## src/rtl/pingpang_reader.sv

```systemverilog
// Read-side master for the ping-pong ADC frame buffer: frames w_cs_n, toggles w_dclk, captures w_miso.
// Optional PINGPANG_READER_AUTO_EN: after the first start, frames repeat back-to-back until reset.
module pingpang_reader #(
  parameter int WIDTH       = 12,
  parameter int FRAME_LEN   = 1024,
  parameter int CNT_W       = 16,
  parameter int DCLK_DIV    = 4,
  parameter int LEAD_CYCLES = 8,
  parameter int GAP_CYCLES  = 16
) (
  input  logic             i_clk,
  input  logic             i_reset,
  input  logic             i_start,
  output logic             o_w_cs_n,
  output logic             o_w_dclk,
  input  logic [WIDTH-1:0] i_w_miso,
  output logic [WIDTH-1:0] o_dout,
  output logic             o_dout_valid,
  output logic [CNT_W-1:0] o_word_cnt,
  output logic             o_busy,
  output logic             o_frame_done
);

  localparam int MAX_DL = (DCLK_DIV > LEAD_CYCLES) ? DCLK_DIV : LEAD_CYCLES;
  localparam int MAX_PH = (MAX_DL > GAP_CYCLES) ? MAX_DL : GAP_CYCLES;
  localparam int PH_W   = $clog2(MAX_PH + 1);

  // Phase counter is loaded with N-1 so each state lasts exactly N cycles.
  localparam logic [PH_W-1:0]  PH_LEAD   = PH_W'(LEAD_CYCLES - 1);
  localparam logic [PH_W-1:0]  PH_DCLK   = PH_W'(DCLK_DIV - 1);
  localparam logic [PH_W-1:0]  PH_GAP    = PH_W'(GAP_CYCLES - 1);
  localparam logic [CNT_W-1:0] LAST_WORD = CNT_W'(FRAME_LEN);

  typedef enum logic [2:0] {S_IDLE, S_LEAD, S_CLK_HI, S_CLK_LO, S_GAP} state_t;

  state_t            r_state, w_state_nxt;
  logic [PH_W-1:0]   r_ph, w_ph_nxt;
  logic              r_cs_n, w_cs_n_nxt;
  logic              r_dclk, w_dclk_nxt;
  logic [WIDTH-1:0]  r_dout, w_dout_nxt;
  logic              r_valid, w_valid_nxt;
  logic [CNT_W-1:0]  r_word_cnt, w_cnt_nxt, w_cnt_inc;
  logic              r_busy, w_busy_nxt;
  logic              r_done, w_done_nxt;

  always_ff @(posedge i_clk or posedge i_reset) begin
    if (i_reset) begin
      r_state    <= S_IDLE;
      r_ph       <= '0;
      r_cs_n     <= 1'b1;
      r_dclk     <= 1'b0;
      r_dout     <= '0;
      r_valid    <= 1'b0;
      r_word_cnt <= '0;
      r_busy     <= 1'b0;
      r_done     <= 1'b0;
    end else begin
      r_state    <= w_state_nxt;
      r_ph       <= w_ph_nxt;
      r_cs_n     <= w_cs_n_nxt;
      r_dclk     <= w_dclk_nxt;
      r_dout     <= w_dout_nxt;
      r_valid    <= w_valid_nxt;
      r_word_cnt <= w_cnt_nxt;
      r_busy     <= w_busy_nxt;
      r_done     <= w_done_nxt;
    end
  end

  always_comb begin
    w_state_nxt = r_state;
    w_ph_nxt    = (r_ph != '0) ? r_ph - PH_W'(1) : r_ph;
    w_cs_n_nxt  = r_cs_n;
    w_dclk_nxt  = r_dclk;
    w_dout_nxt  = r_dout;
    w_valid_nxt = 1'b0;
    w_cnt_nxt   = r_word_cnt;
    w_busy_nxt  = r_busy;
    w_done_nxt  = 1'b0;
    w_cnt_inc   = r_word_cnt + CNT_W'(1);
    case (r_state)
      S_IDLE: begin
        if (i_start) begin
          w_state_nxt = S_LEAD;
          w_ph_nxt    = PH_LEAD;
          w_cs_n_nxt  = 1'b0;
          w_dclk_nxt  = 1'b0;
          w_busy_nxt  = 1'b1;
          w_cnt_nxt   = '0;
        end
      end
      S_LEAD: begin
        if (r_ph == '0) begin
          w_state_nxt = S_CLK_HI;
          w_ph_nxt    = PH_DCLK;
          w_dclk_nxt  = 1'b1;
        end
      end
      S_CLK_HI: begin
        if (r_ph == '0) begin
          w_state_nxt = S_CLK_LO;
          w_ph_nxt    = PH_DCLK;
          w_dclk_nxt  = 1'b0;
        end
      end
      S_CLK_LO: begin
        // Capture on the last low cycle; the final word lands with frame_done.
        if (r_ph == '0) begin
          w_dout_nxt  = i_w_miso;
          w_valid_nxt = 1'b1;
          w_cnt_nxt   = w_cnt_inc;
          if (w_cnt_inc == LAST_WORD) begin
            w_state_nxt = S_GAP;
            w_ph_nxt    = PH_GAP;
            w_cs_n_nxt  = 1'b1;
            w_done_nxt  = 1'b1;
          end else begin
            w_state_nxt = S_CLK_HI;
            w_ph_nxt    = PH_DCLK;
            w_dclk_nxt  = 1'b1;
          end
        end
      end
      S_GAP: begin
        if (r_ph == '0) begin
`ifdef PINGPANG_READER_AUTO_EN
          w_state_nxt = S_LEAD;
          w_ph_nxt    = PH_LEAD;
          w_cs_n_nxt  = 1'b0;
          w_cnt_nxt   = '0;
`else
          w_state_nxt = S_IDLE;
          w_busy_nxt  = 1'b0;
`endif
        end
      end
      default: w_state_nxt = S_IDLE;
    endcase
  end

  assign o_w_cs_n     = r_cs_n;
  assign o_w_dclk     = r_dclk;
  assign o_dout       = r_dout;
  assign o_dout_valid = r_valid;
  assign o_word_cnt   = r_word_cnt;
  assign o_busy       = r_busy;
  assign o_frame_done = r_done;

endmodule

```

## config.mk

```make
export PLATFORM = sky130hd
export DESIGN_NAME = pingpang_reader
export DESIGN_NICKNAME = d
export VERILOG_FILES = /design/src/rtl/pingpang_reader.sv
export SDC_FILE = /design/constraint.sdc
export NUM_CORES = 1
export LEC_CHECK = 0
export ABC_AREA = 1
export BUFFER_PORTS_ARGS = -buffer_cell sky130_fd_sc_hd__buf_2
export CAP_MARGIN = 20
export CORE_ASPECT_RATIO = 0.6
export CORE_MARGIN = 4
export CORE_UTILIZATION = 45
export CTS_BUF_LIST = sky130_fd_sc_hd__clkbuf_16
export DETAILED_ROUTE_END_ITERATION = 10
export PLACE_DENSITY = 0.68
export RECOVER_POWER = 50
export SLEW_MARGIN = 20
export SYNTH_ARGS = -nofsm -noshare
export SYNTH_HDL_FRONTEND = slang
export SYNTH_SLANG_ARGS = --single-unit
export TNS_END_PERCENT = 50
```

## constraint.sdc

```tcl
create_clock -name i_clk -period 2 [get_ports i_clk]
set_clock_uncertainty 0.15 [all_clocks]
set_input_delay 0.2 -clock i_clk [delete_from_list [all_inputs] [get_ports i_clk]]
set_output_delay 0.2 -clock i_clk [all_outputs]
set_load 0.02 [all_outputs]
```

---- Word level (Yosys, flattened, before mapping) ----
Index checks and enable logic that the tools add are counted.
word-level totals
  register bits ........................... 41
  bits in latches ......................... 0
  RAM bits ................................ 0
  bits in read-only memories .............. 0
  input bits .............................. 15
  output and inout port bits .............. 33
  logic and storage cells ................. 68
  memories ................................ 0
cells by class
  $add $sub $neg .......................... 2
  multipliers ............................. 0
  div/mod/pow operators ................... 0
  $lt $le $gt $ge ......................... 0
  equal/unequal tests ..................... 12
  shift-type cells ........................ 0
  mux-type cells .......................... 32
  bitwise logic cells ..................... 0
  reduce and logical (&&, ||, !) cells .... 13
operators with widths
  cell                                                                 count
  16-bit two-way mux                                                   2
  16-bit one-hot mux with 2 select lines                               1
  5-bit two-way mux                                                    4
  3-bit two-way mux                                                    6
  16-bit by 1-bit adder with 16-bit output (second input constant)     1
  16-bit by 11-bit == test with 1-bit output (second input constant)   1
  3-bit one-hot mux with 5 select lines                                1
  5-bit one-hot mux with 3 select lines                                1
  2-bit inequality test (second input constant)                        7
  1-bit two-way mux                                                    13
  3-bit by 2-bit == test with 1-bit output (second input constant)     2
  3-bit AND reduction                                                  2
  6-bit AND reduction                                                  1
  5-bit logical NOT                                                    1
  5-bit AND reduction                                                  1
  5-bit nonzero test                                                   1
  5-bit by 1-bit subtractor with 5-bit output (second input constant)  1
  4-bit two-way mux                                                    1
  1-bit one-hot mux with 2 select lines                                2
  1-bit one-hot mux with 4 select lines                                1
  4-bit AND reduction                                                  1
  2-bit nonzero test                                                   2
  4-bit nonzero test                                                   1
  3-bit by 1-bit == test with 1-bit output (second input constant)     1
  other kinds (4)                                                      4

---- Logic depth before layout (Yosys ltp) ----
Gate-level depths: netlist of run 1.
  word-level depth ........................ 5
  depth in mapped cells ................... 14
  gate-level depth less buffers ........... 14

---- Least setup slack after synthesis of run 1 ----
OpenSTA, ideal clock, no wires.
  path kind ............................... flip-flop to flip-flop
  start ................................... reg r_word_cnt[1] (netlist: o_word_cnt[1])
  end ..................................... reg r_dclk (netlist: o_w_dclk)
  setup time .............................. 117 ps
  arrival time ............................ 1733 ps
  required time ........................... 1733 ps
  path slack .............................. 0 ps
  stages on the path, launching flop included .. 12
  buffers on the path ..................... 0
  period minus slack after synthesis ...... 2000 ps
  cells stage by stage .................... dfrtp_1 > ha_1 > nand3_2 > nor2_4 > xor2_2 > nand2_1 > nor2_1 > nand2_1 > nor2_2 > nand3_1 > nand3_1 > nand2_1
on the way
  cells in the longest elaborated chain, start to end .. 4
ends and longest elaborated chain
  item                                        line  source
  start: declaration                          42    logic [CNT_W-1:0] r_word_cnt, w_cnt_nxt, w_cnt_inc;
  start signal: assignment                    64    r_word_cnt <= w_cnt_nxt;
  16-bit by 1-bit adder with 16-bit output    80    w_cnt_inc = r_word_cnt + CNT_W'(1);
  16-bit by 11-bit == test with 1-bit output  112   if (w_cnt_inc == LAST_WORD) begin
  2-bit inequality test (no line)             --
  6-bit AND reduction (no line)               --
  end signal: assignment                      61    r_dclk <= w_dclk_nxt;
  end: declaration                            39    logic r_dclk, w_dclk_nxt;
Every way passes these cells.
A chain may end at the register's enable or synchronous reset.

---- Final worst setup path of run 1 ----
  start ................................... reg r_word_cnt[1] (netlist: o_word_cnt[1])
  end ..................................... reg r_ph[2]
on the way
  cells in the longest elaborated chain, start to end .. 5
ends and longest elaborated chain
  item                                        line  source
  16-bit by 1-bit adder with 16-bit output    80
  16-bit by 11-bit == test with 1-bit output  112
  4-bit two-way mux                           112
  5-bit two-way mux                           108   if (r_ph == '0) begin
  5-bit one-hot mux with 3 select lines       81    case (r_state)
  via w_ph_nxt[2]                             37    logic [PH_W-1:0] r_ph, w_ph_nxt;
  end signal: assignment                      59    r_ph <= w_ph_nxt;
  end: declaration                            37
The timed path passes the listed nets, and every way through them passes these cells.

==> results of run 1 <==
## synth_stat cells
cell,number
sky130_fd_sc_hd__a21oi_1,5
sky130_fd_sc_hd__a221oi_1,1
sky130_fd_sc_hd__buf_2,2
sky130_fd_sc_hd__buf_4,1
sky130_fd_sc_hd__clkbuf_1,3
sky130_fd_sc_hd__dfrtp_1,40
sky130_fd_sc_hd__dfstp_2,1
sky130_fd_sc_hd__ha_1,4
sky130_fd_sc_hd__inv_1,36
sky130_fd_sc_hd__inv_2,1
sky130_fd_sc_hd__nand2_1,104
sky130_fd_sc_hd__nand2_2,2
sky130_fd_sc_hd__nand2_4,1
sky130_fd_sc_hd__nand3_1,16
sky130_fd_sc_hd__nand3_2,1
sky130_fd_sc_hd__nand4_1,5
sky130_fd_sc_hd__nor2_1,29
sky130_fd_sc_hd__nor2_2,3
sky130_fd_sc_hd__nor2_4,3
sky130_fd_sc_hd__nor3_1,2
sky130_fd_sc_hd__o21a_1,1
sky130_fd_sc_hd__o21ai_0,10
sky130_fd_sc_hd__o21ai_1,1
sky130_fd_sc_hd__o21ai_2,1
sky130_fd_sc_hd__o22ai_1,10
sky130_fd_sc_hd__o31ai_1,3
sky130_fd_sc_hd__or2_2,1
sky130_fd_sc_hd__xnor2_1,2
sky130_fd_sc_hd__xor2_1,3
sky130_fd_sc_hd__xor2_2,1
## metrics by stage
stage / cells / power, W / hold slack (ns) / util [%] / instance area (µm²)
floorplan: 293 / 0.00181 / 0.167 / - / 2210
global placement: 412 / 0.00212 / 0.106 / 56.2 / 2620
detailed placement: 412 / 0.00215 / 0.105 / 56.2 / 2620
CTS: 436 / 0.00310 / 0.101 / 63.7 / 2970
global route: 442 / 0.00330 / 0.119 / 64.8 / 3020
finish: 442 / 0.00309 / 0.102 / 64.8 / 3020
## worst min-delay path: stages
cell and delay (ns):
sky130_fd_sc_hd__buf_2 0.10, sky130_fd_sc_hd__nand2_1 0.11, sky130_fd_sc_hd__nand2_1 0.09
## state kept, by name, indices dropped and copies added (netlist names)
| name | flops |
|---|---|
| o_busy | 1 |
| o_dout | 12 |
| o_dout_valid | 1 |
| o_frame_done | 1 |
| o_w_cs_n | 1 |
| o_w_dclk | 1 |
| o_word_cnt | 16 |
| r_ph | 5 |
| r_state | 3 |
## logic make-up (layout without fill, tap and decap cells)
logic type	count (synthesis)	after routing	synth area share (%)
fa+ha+maj	4	4	2.27
flops	41	41	46.5
simple gates	167	167	32.3
buf+inv	43	129	7.59
compound gates	32	32	8.61
xor+xnor	6	6	2.72
## where the power goes
part           switching (W)  internal [W]  leakage [nW]
sequential          0.000121       0.00101         0.488
clock               0.000333      0.000584        0.0775
combinational       0.000648      0.000387         0.885
## per-layer routing
metal | vias up | part of all wire, %
li1 | 1097 | -
met1 | 1036 | 47
met2 | 103 | 43
met3 | 7 | 9.2
met4 | 0 | 0.75
met5 | - | 0
## layout make-up
cell class,count,area [µm²]
Clock buffer,5,125
Clock inverter,3,41.3
Fill cell,396,1640
Inverter,37,139
Multi-Input combinational cell,209,1070
Sequential cell,41,1030
Tap cell,63,78.8
Timing Repair Buffer,84,537
## repair_timing
item                                    4_1_cts  5_1_grt
setup buffers                                 3        6
hold buffers                                 13        0
endpoints found under the setup margin        6       14
gates resized for setup                       8       10
pin swaps                                     6        6
hold endpoints to repair                     52        0
## worst paths after layout
check | startpoint | end | slack [ns] | cells after the start
max in group asynchronous | i_reset | o_word_cnt[0] | 0.41 | 4
min in group asynchronous | i_reset | o_busy | 0.46 | 4
worst min-delay path | i_start | o_busy | 0.10 | 3
worst min register to register | o_w_cs_n | o_w_cs_n | 0.31 | 2
worst max register to register | o_word_cnt[1] | r_ph[2] | -0.02 | 13
worst max-delay path | o_word_cnt[1] | r_ph[2] | -0.02 | 13
==> flow_summary.rst, run 1 <==
.. list-table::
   :header-rows: 1

   * - Metric
     - Value
   * - Number of nets with antenna violations after routing
     - 0
   * - Total standard cell area after synthesis
     - about 2200 µm²
   * - Leakage power
     - about 1.5 nW
   * - Number of antenna violations at the first check in global routing
     - 0
   * - Die Footprint
     - slightly above 6000 µm²
   * - Initial core utilization
     - a little under half
   * - Worst-case setup slack after placement
     - -0.0287 ns
   * - Fraction of met1 tracks used by global routing
     - 29.6%
   * - First-pass DRT Iterations
     - 5
   * - Chip Height
     - between 60 and 70 µm
   * - Global-route wire length before repair
     - roughly 9.9 mm
   * - M3 GR Usage
     - 6.04%
   * - Boundary pin count
     - 48
   * - Row count
     - 19
   * - Die Width
     - roughly 98 µm
   * - Top cells by area in the synthesized netlist
     - sky130_fd_sc_hd__dfrtp_1 45%, sky130_fd_sc_hd__nand2_1 18%, sky130_fd_sc_hd__inv_1 6.1%
   * - Worst Path Max Fanout
     - 4
   * - Combined buffer and inverter count along the critical path
     - 1
   * - Clock latency of the later-clocked register in the worst-skew pair
     - 0.28 ns
   * - Root Driver
     - sky130_fd_sc_hd__clkbuf_16
   * - Maximum level of the CTS H-tree
     - 2
   * - Arrival time of data at the critical path endpoint
     - between 2 and 2.5 ns
   * - Failing checks
     - setup timing
   * - Initial drt markers
     - roughly 150
   * - Fraction of final layout cells sized beyond drive strength 1
     - roughly a quarter
   * - Worst min-delay path category
     - in -> reg
   * - Final setup vio count
     - 1
   * - Global-route congestion overflow total
     - 0
   * - Final #Nets
     - roughly 400
   * - Slowest Stage Delay on Critical Path
     - ~0.44 ns
   * - Final wirelength
     - between 5 and 6 mm
   * - Via count of the first global-routing pass
     - just over 2,000
   * - Type of the setup path with the least slack
     - reg -> reg
   * - List of cells traversed by the critical path
     - ha_4 > buf_4 > nand2_1 > nand2_1 > nor2_2 > nand3_1 > nor2_1 > nand3_1 > nor2_1 > nand3_1 > nand2_1 > nand2_1 > a21oi_1
   * - Synth-to-Final Area Change
     - 36.8%
   * - Routability cong.
     - 0.879
   * - Post-route fraction of the period consumed by the critical path
     - 101%
   * - Number of hold violations in the final report
     - 0
   * - Core area
     - roughly 4700 µm²
   * - Commonest cells after routing, fill and taps aside
     - 104 x sky130_fd_sc_hd__nand2_1, 36 x sky130_fd_sc_hd__inv_1, 35 x sky130_fd_sc_hd__buf_2
   * - Critical Path Most Common Cell
     - sky130_fd_sc_hd__nand2_1
   * - Least-Margin Pin Slew
     - 0.995 ns
   * - Met2 capacity usage during global routing
     - slightly below 30%
   * - Max Root-Sink Buffers
     - 2
   * - Largest delay contributor family on the critical path
     - simple AND/OR/NAND/NOR gates
   * - DP HPWL
     - 4.19 mm
   * - Clock transition time at the flip-flop clock pins of the worst setup and hold paths
     - 0.06 ns
   * - Average instance area after synthesis
     - approximately 7.5 µm²
   * - CP Data Required Time
     - between 2 and 2.5 ns
   * - Maximum operating frequency
     - between 400 and 500 MHz
   * - Global routing's busiest layer
     - met1
   * - Maximum number of pins on one net before global-route repair
     - 23
   * - Total count of max-transition violations in the final report
     - 0
   * - Result of the run
     - complete, but fails checks
   * - Residual DRC
     - 0
   * - Unrepaired setup endpoints after global routing
     - yes
   * - Total clock buffers created by CTS
     - 5
   * - Number of distinct library cell variants in the gate-level netlist after synthesis
     - 30
   * - CP Capture Type
     - flip-flop
   * - Leading cell type in the layout, fill and taps excluded
     - sky130_fd_sc_hd__nand2_1
   * - Input/output buffers
     - 47
   * - Final Critical Period
     - slightly above 2 ns
   * - Post-Synthesis Cells
     - ~290
   * - Worst relative slew slack
     - 33.7%
   * - Wire length per cell after detailed routing
     - approximately 14 µm
   * - Mean number of vias per cell
     - 5.07
   * - Flop and latch count out of synthesis
     - 41
   * - Fraction of synthesized cell area taken by the top area cell type
     - a little under half
   * - Power per cell area
     - between 1000 and 1500 nW/µm²
   * - Number of antenna diodes
     - 0
   * - CTS Sinks
     - between 40 and 50
   * - Max-cap check violation count
     - 0
   * - Part of the Yosys area used for sequential elements
     - ~47%
   * - CP max-delay cell
     - sky130_fd_sc_hd__dfrtp_2
   * - Overall fraction of global-route tracks in use
     - between 10% and 20%
   * - Most area-hungry cell type in the Yosys netlist
     - sky130_fd_sc_hd__dfrtp_1
   * - Routed vias
     - approximately 2,200
   * - Final setup margin
     - -0.0192 ns
   * - Peak supply drop
     - between 0.6 and 0.7 mV
   * - Post-synthesis net count
     - approximately 310
   * - CTS tree
     - built
   * - Final sum of negative setup slack
     - -0.0192 ns
   * - Yosys warns
     - 0
   * - Kind of launch point of the worst setup path
     - flip-flop
Power figures use the tool's default switching activity.
==> run 2, diff against run 1 <==
PLACE_DENSITY = 0.65   (was 0.68)
clock period = 2.2 ns   (was 2 ns; I/O delays follow)
==> run 2 against run 1 <==
  * The flow now finishes without violations
  * Routed wire length fell by 4.1%
  * Worst hold slack worse by 0.10 ns
  * Sequential power fell by 9.6%
  * Combinational power down 13%
  * Count of clock-buffer cells in the layout did not move
  * Flip-flop and latch count unchanged
  * Power is 15% lower
  * Largest power group unchanged
  * Highest routed layer unchanged
==> flow_summary.rst, run 2 (synthesis gave the netlist of run 1 again) <==
.. list-table::
   :header-rows: 1

   * - Metric
     - Value
   * - Wire length per cell after detailed routing
     - between 10 and 15 µm
   * - Least-Margin Pin Slew
     - around 1.0 ns
   * - Worst Path Max Fanout
     - 5
   * - Max-cap check violation count
     - 0
   * - Leading cell type in the layout, fill and taps excluded
     - sky130_fd_sc_hd__nand2_1
   * - Commonest cells after routing, fill and taps aside
     - 104 x sky130_fd_sc_hd__nand2_1, 40 x sky130_fd_sc_hd__dfrtp_1, 36 x sky130_fd_sc_hd__inv_1
   * - Global-route congestion overflow total
     - 0
   * - Kind of launch point of the worst setup path
     - flip-flop
   * - Power per cell area
     - 941 nW/µm²
   * - Number of antenna diodes
     - 0
   * - Via count of the first global-routing pass
     - about 2,000
   * - Result of the run
     - complete, no violations
   * - Final Critical Period
     - about 2 ns
   * - Number of hold violations in the final report
     - 0
   * - Root Driver
     - sky130_fd_sc_hd__clkbuf_16
   * - CTS Sinks
     - between 40 and 50
   * - Beginning of the worst hold path
     - i_w_miso[5]
   * - Post-CTS repair timing setup buffer count
     - 0
   * - Number of nets with antenna violations after routing
     - 0
   * - CTS tree
     - built
   * - Input/output buffers
     - 47
   * - Non-Filler Cell Area, Final
     - approximately 2800 µm²
   * - Maximum level of the CTS H-tree
     - 2
   * - Residual DRC
     - 0
   * - DP HPWL
     - about 4.2 mm
   * - Die Footprint
     - between 6000 and 7000 µm²
   * - Row count
     - 19
   * - Fraction of met1 tracks used by global routing
     - 29.4%
   * - M3 GR Usage
     - 6.38%
   * - Final sum of negative setup slack
     - 0 ns
   * - Chip Height
     - between 60 and 70 µm
   * - Worst relative slew slack
     - a little under a third
   * - Mean number of vias per cell
     - 4.88
   * - Final wirelength
     - between 5 and 6 mm
   * - Number of flip-flops under the largest register name
     - 16
   * - Leakage power
     - roughly 1.3 nW
   * - Final setup margin
     - ~0.18 ns
   * - Total design power
     - about 0.0026 W
   * - Type of the setup path with the least slack
     - reg -> reg
   * - Fraction of final layout cells sized beyond drive strength 1
     - between 15 and 20%
   * - Post-route fraction of the period consumed by the critical path
     - between 90% and 100%
   * - Final #Nets
     - about 380
   * - Global routing's busiest layer
     - met1
   * - CP Capture Type
     - flip-flop
   * - Initial drt markers
     - 153
   * - Unrepaired setup endpoints after global routing
     - yes
   * - Total clock buffers created by CTS
     - 5
   * - Global-route wire length before repair
     - between 9 and 10 mm
   * - CP Data Required Time
     - about 2.3 ns
   * - Overall fraction of global-route tracks in use
     - between 10% and 20%
   * - Routed vias
     - 2,069
   * - RR Startpoint
     - o_word_cnt[1]
   * - Final setup vio count
     - 0
   * - Tightest hold margin
     - 0.0000472 ns
   * - Area used by multi-input combinational logic
     - a little over 1000 µm²
   * - Worst min-delay path category
     - in -> reg
   * - Total count of max-transition violations in the final report
     - 0
   * - Synth-to-Final Area Change
     - 26.5%
   * - Arrival time of data at the critical path endpoint
     - approximately 2.1 ns
   * - Number of fill cells
     - between 400 and 500
   * - Number of antenna violations at the first check in global routing
     - 0
   * - Maximum number of pins on one net before global-route repair
     - 42
   * - Placed Instance Area
     - approximately 2600 µm²
   * - Clock transition time at the flip-flop clock pins of the worst setup and hold paths
     - approximately 0.06 ns
   * - Start point of the critical path
     - o_word_cnt[1]
   * - Storage cell area
     - 1030 µm²
   * - Worst-case setup slack after placement
     - ~0.18 ns
   * - First-pass DRT Iterations
     - 5
   * - Met2 capacity usage during global routing
     - between 20% and 30%
   * - Routability cong.
     - around 0.87
   * - Peak supply drop
     - between 0.6 and 0.7 mV
   * - Maximum operating frequency
     - 495 MHz
   * - Max Root-Sink Buffers
     - 2
   * - Initial core utilization
     - roughly 47%
   * - Core area
     - roughly 4700 µm²
   * - Boundary pin count
     - 48
   * - Clock latency of the later-clocked register in the worst-skew pair
     - 0.28 ns
   * - Die Width
     - 98.4 µm
## run 2: cell count changes in the layout (fill, tap and decap cells not counted), moves of 3 or more
cell                            before  now
sky130_fd_sc_hd__buf_2              35   26
sky130_fd_sc_hd__buf_4              21    7
sky130_fd_sc_hd__clkbuf_1           13   21
sky130_fd_sc_hd__dfrtp_1            34   40
sky130_fd_sc_hd__dfrtp_2             6    0
sky130_fd_sc_hd__dlygate4sd3_1      13   10
sky130_fd_sc_hd__nor2_1             24   29
sky130_fd_sc_hd__nor2_2              7    3
## run 2: per-stage QoR
| stage | util [%] | instances |
|---|---|---|
| after detailed placement | 55.2 | 406 |
| after CTS | 60.3 | 424 |
| after global routing | 59.9 | 424 |
| after global placement | 55.2 | 406 |
| final | 59.9 | 424 |
| after floorplan | - | 293 |
## run 2: where the power goes
part	total, W	internal [W]	switching (W)
Sequential	0.00103	0.000922	0.000106
Clock	0.000691	0.000410	0.000281
Combinational	0.000909	0.000326	0.000582
Total	0.00263	0.00166	0.000969
## run 2: critical path: stages (launching register included)
cell,delay (ns)
sky130_fd_sc_hd__dfrtp_1,0.39
sky130_fd_sc_hd__ha_2,0.23
sky130_fd_sc_hd__nand3_4,0.10
sky130_fd_sc_hd__nor2_4,0.20
sky130_fd_sc_hd__xor2_2,0.22
sky130_fd_sc_hd__nand2_1,0.07
sky130_fd_sc_hd__nor2_1,0.09
sky130_fd_sc_hd__nand2_1,0.07
sky130_fd_sc_hd__nor2_2,0.10
sky130_fd_sc_hd__nand4_1,0.15
sky130_fd_sc_hd__a21oi_1,0.18
## run 2: per-layer routing
layer,up-vias,routed length [µm]
li1,1062,-
met1,932,2890
met2,73,2340
met3,2,480
met4,0,19
met5,-,0
## run 2: final timing paths
check,cells after the start,endpoint,slack (ns)
worst max-delay path,10,o_w_cs_n,0.18
max in group asynchronous,4,o_word_cnt[6],0.60
min in group asynchronous,4,o_dout[9],0.67
worst min register to register,2,o_w_cs_n,0.31
worst max register to register,10,o_w_cs_n,0.18
worst min-delay path,3,o_dout[5],0.00005
## run 2: what timing repair did
item	CTS	global route
hold buffers	10	0
setup endpoints to repair	0	4
endpoints found under the hold margin	49	0
gates resized for setup	0	2
## run 2: final cells by class
type	count	area share, %
sequential	41	36.8
multi-input combinational	209	36.6
timing repair buffer	66	13.8
inverter	37	4.97
clock buffer	5	4.48
tap	63	2.82
clock inverter	3	0.448
==> run 3, diff against run 2 <==
CORE_UTILIZATION = 54   (was 45)
PLACE_DENSITY = 0.76   (was 0.65)
SKIP_CTS_REPAIR_TIMING = 1   (was default)
==> run 3 against run 2 <==
  * The flow now finishes with violations (hold timing)
  * Largest power group unchanged
  * Non-clock buffer count decreased by 3
  * Via count increased by 4.8%
  * Highest routed layer unchanged
  * Largest cell class is now multi-input gates
  * Critical path type unchanged
  * Fmax decreased by 2.7%
  * Flip-flop and latch count unchanged
  * Sequential power about the same
  * Critical path depth unchanged
  * Final cell count decreased by 4.5%
==> flow_summary.rst, run 3 (synthesis gave the netlist of run 1 again) <==
.. list-table::
   :header-rows: 1

   * - Metric
     - Value
   * - Result of the run
     - complete, but fails checks
   * - Failing checks
     - hold timing
   * - Die Footprint
     - 5210 µm²
   * - Total count of max-transition violations in the final report
     - 0
   * - Wire length per cell after detailed routing
     - ~14 µm
   * - Chip Height
     - ~58 µm
   * - Total design power
     - about 0.0026 W
   * - Global-route wire length before repair
     - between 9 and 10 mm
   * - CTS Sinks
     - 41
   * - Combined buffer and inverter count along the critical path
     - 1
   * - DP HPWL
     - 4.08 mm
   * - Maximum number of pins on one net before global-route repair
     - 42
   * - Max-cap check violation count
     - 0
   * - Final #Nets
     - about 380
   * - Clock transition time at the flip-flop clock pins of the worst setup and hold paths
     - about 0.060 ns
   * - Power per cell area
     - between 900 and 1000 nW/µm²
   * - Kind of launch point of the worst setup path
     - flip-flop
   * - Routability cong.
     - roughly 0.95
   * - Least-Margin Pin Slew
     - approximately 1 ns
   * - Final standard cell utilization of the core
     - 72.7%
   * - Global-route congestion overflow total
     - 0
   * - Synth-to-Final Area Change
     - 25.4%
   * - Number of flip-flops under the largest register name
     - 16
   * - Type of the setup path with the least slack
     - reg -> reg
   * - Number of antenna diodes
     - 0
   * - Initial drt markers
     - 142
   * - Arrival time of data at the critical path endpoint
     - 2.09 ns
   * - Total clock buffers created by CTS
     - 5
   * - Row count
     - 17
   * - List of cells traversed by the critical path
     - ha_2 > nand3_4 > nor2_4 > xor2_2 > buf_4 > nand3_1 > nor2_1 > nand3_1 > o21ai_0 > nand2_1
   * - CP max-delay cell
     - sky130_fd_sc_hd__dfrtp_2
   * - Maximum level of the CTS H-tree
     - 2
   * - Maximum operating frequency
     - ~480 MHz
   * - Leakage power
     - about 1.3 nW
   * - Initial core utilization
     - 58.0%
   * - Final Critical Period
     - 2.08 ns
   * - First-pass DRT Iterations
     - 5
   * - Worst relative slew slack
     - approximately a third
   * - Number of hold violations in the final report
     - 7
   * - Largest delay contributor family on the critical path
     - simple AND/OR/NAND/NOR gates
   * - Final setup vio count
     - 0
   * - Boundary pin count
     - 48
   * - Die Width
     - around 91 µm
   * - Slowest Stage Delay on Critical Path
     - roughly 0.39 ns
   * - Clock latency of the later-clocked register in the worst-skew pair
     - 0.28 ns
   * - Via count of the first global-routing pass
     - about 1,900
   * - Max Root-Sink Buffers
     - 2
   * - Critical Path Most Common Cell
     - sky130_fd_sc_hd__nand3_1
   * - Routed vias
     - about 2,200
   * - CTS tree
     - built
   * - Number of antenna violations at the first check in global routing
     - 0
   * - Input/output buffers
     - between 40 and 50
   * - Residual DRC
     - 0
   * - Post-route fraction of the period consumed by the critical path
     - 94.4%
   * - Root Driver
     - sky130_fd_sc_hd__clkbuf_16
   * - Mean number of vias per cell
     - roughly 5.4
   * - Number of fill cells
     - about 330
   * - Area used by multi-input combinational logic
     - approximately 1000 µm²
   * - Storage cell area
     - around 1000 µm²
   * - Overall fraction of global-route tracks in use
     - between 20 and 25%
   * - Core area
     - between 3000 and 4000 µm²
   * - Final wirelength
     - between 5 and 6 mm
   * - Fraction of final layout cells sized beyond drive strength 1
     - between 20% and 30%
   * - Leading cell type in the layout, fill and taps excluded
     - sky130_fd_sc_hd__nand2_1
   * - Worst Path Max Fanout
     - 5
   * - CP Data Required Time
     - ~2.2 ns
   * - Peak supply drop
     - 0.747 mV
   * - Commonest cells after routing, fill and taps aside
     - 103 x sky130_fd_sc_hd__nand2_1, 36 x sky130_fd_sc_hd__inv_1, 35 x sky130_fd_sc_hd__dfrtp_1
   * - Number of nets with antenna violations after routing
     - 0
   * - Tightest hold margin
     - -0.00926 ns
   * - Worst min-delay path category
     - in -> reg
   * - CP Capture Type
     - flip-flop
[run 3: area by class of cell]
| cell class | instances | area share [%] |
|---|---|---|
| multi-input combinational | 209 | 37.6 |
| sequential | 41 | 37.3 |
| timing repair buffer | 63 | 13.0 |
| inverter | 37 | 5.02 |
| clock buffer | 5 | 4.52 |
| tap | 47 | 2.12 |
| clock inverter | 3 | 0.497 |
[run 3: layer usage]
layer  GRT usage (%)  routed length [µm]  up-vias  share of wire (%)
li1                -                   -     1053                  -
met1            36.0                2800      999                 49
met2            29.7                2370      114                 41
met3            7.11                 562        3                9.8
met4            1.96                  10        0               0.17
met5               0                   0        -                  0
[run 3: worst min-delay path, cell delays in order]
cell and delay [ns]:
sky130_fd_sc_hd__buf_2 0.08, sky130_fd_sc_hd__nand2_1 0.04, sky130_fd_sc_hd__nand2_1 0.05
[run 3: where the power goes]
group / total (W) / internal, W / switching, W
Clock: 0.000698 / 0.000412 / 0.000286
Sequential: 0.00103 / 0.000922 / 0.000109
Combinational: 0.000891 / 0.000327 / 0.000563
[run 3: worst paths after layout]
kind	from	end	slack, ns	depth (start not counted)
worst max-delay path	o_word_cnt[0]	r_state[1]	0.12	10
worst min-delay path	i_w_miso[3]	o_dout[3]	-0.009	3
worst max register to register	o_word_cnt[0]	r_state[1]	0.12	10
worst min register to register	o_dout[11]	o_dout[11]	0.32	2
max in group asynchronous	i_reset	o_word_cnt[3]	0.57	4
min in group asynchronous	i_reset	r_state[0]	0.65	4
[run 3: metrics by stage]
stage	setup slack (ns)	setup TNS [ns]	hold slack, ns	area [µm²]	instances
after floorplan	0.200	0	0.187	2210	293
after global placement	0.199	0	0.226	2560	389
after detailed placement	0.168	0	0.229	2560	389
after CTS	0.0884	0	-0.0659	2700	397
after global routing	-0.0392	-0.0548	0.000893	2770	405
final	0.123	0	-0.00926	2770	405
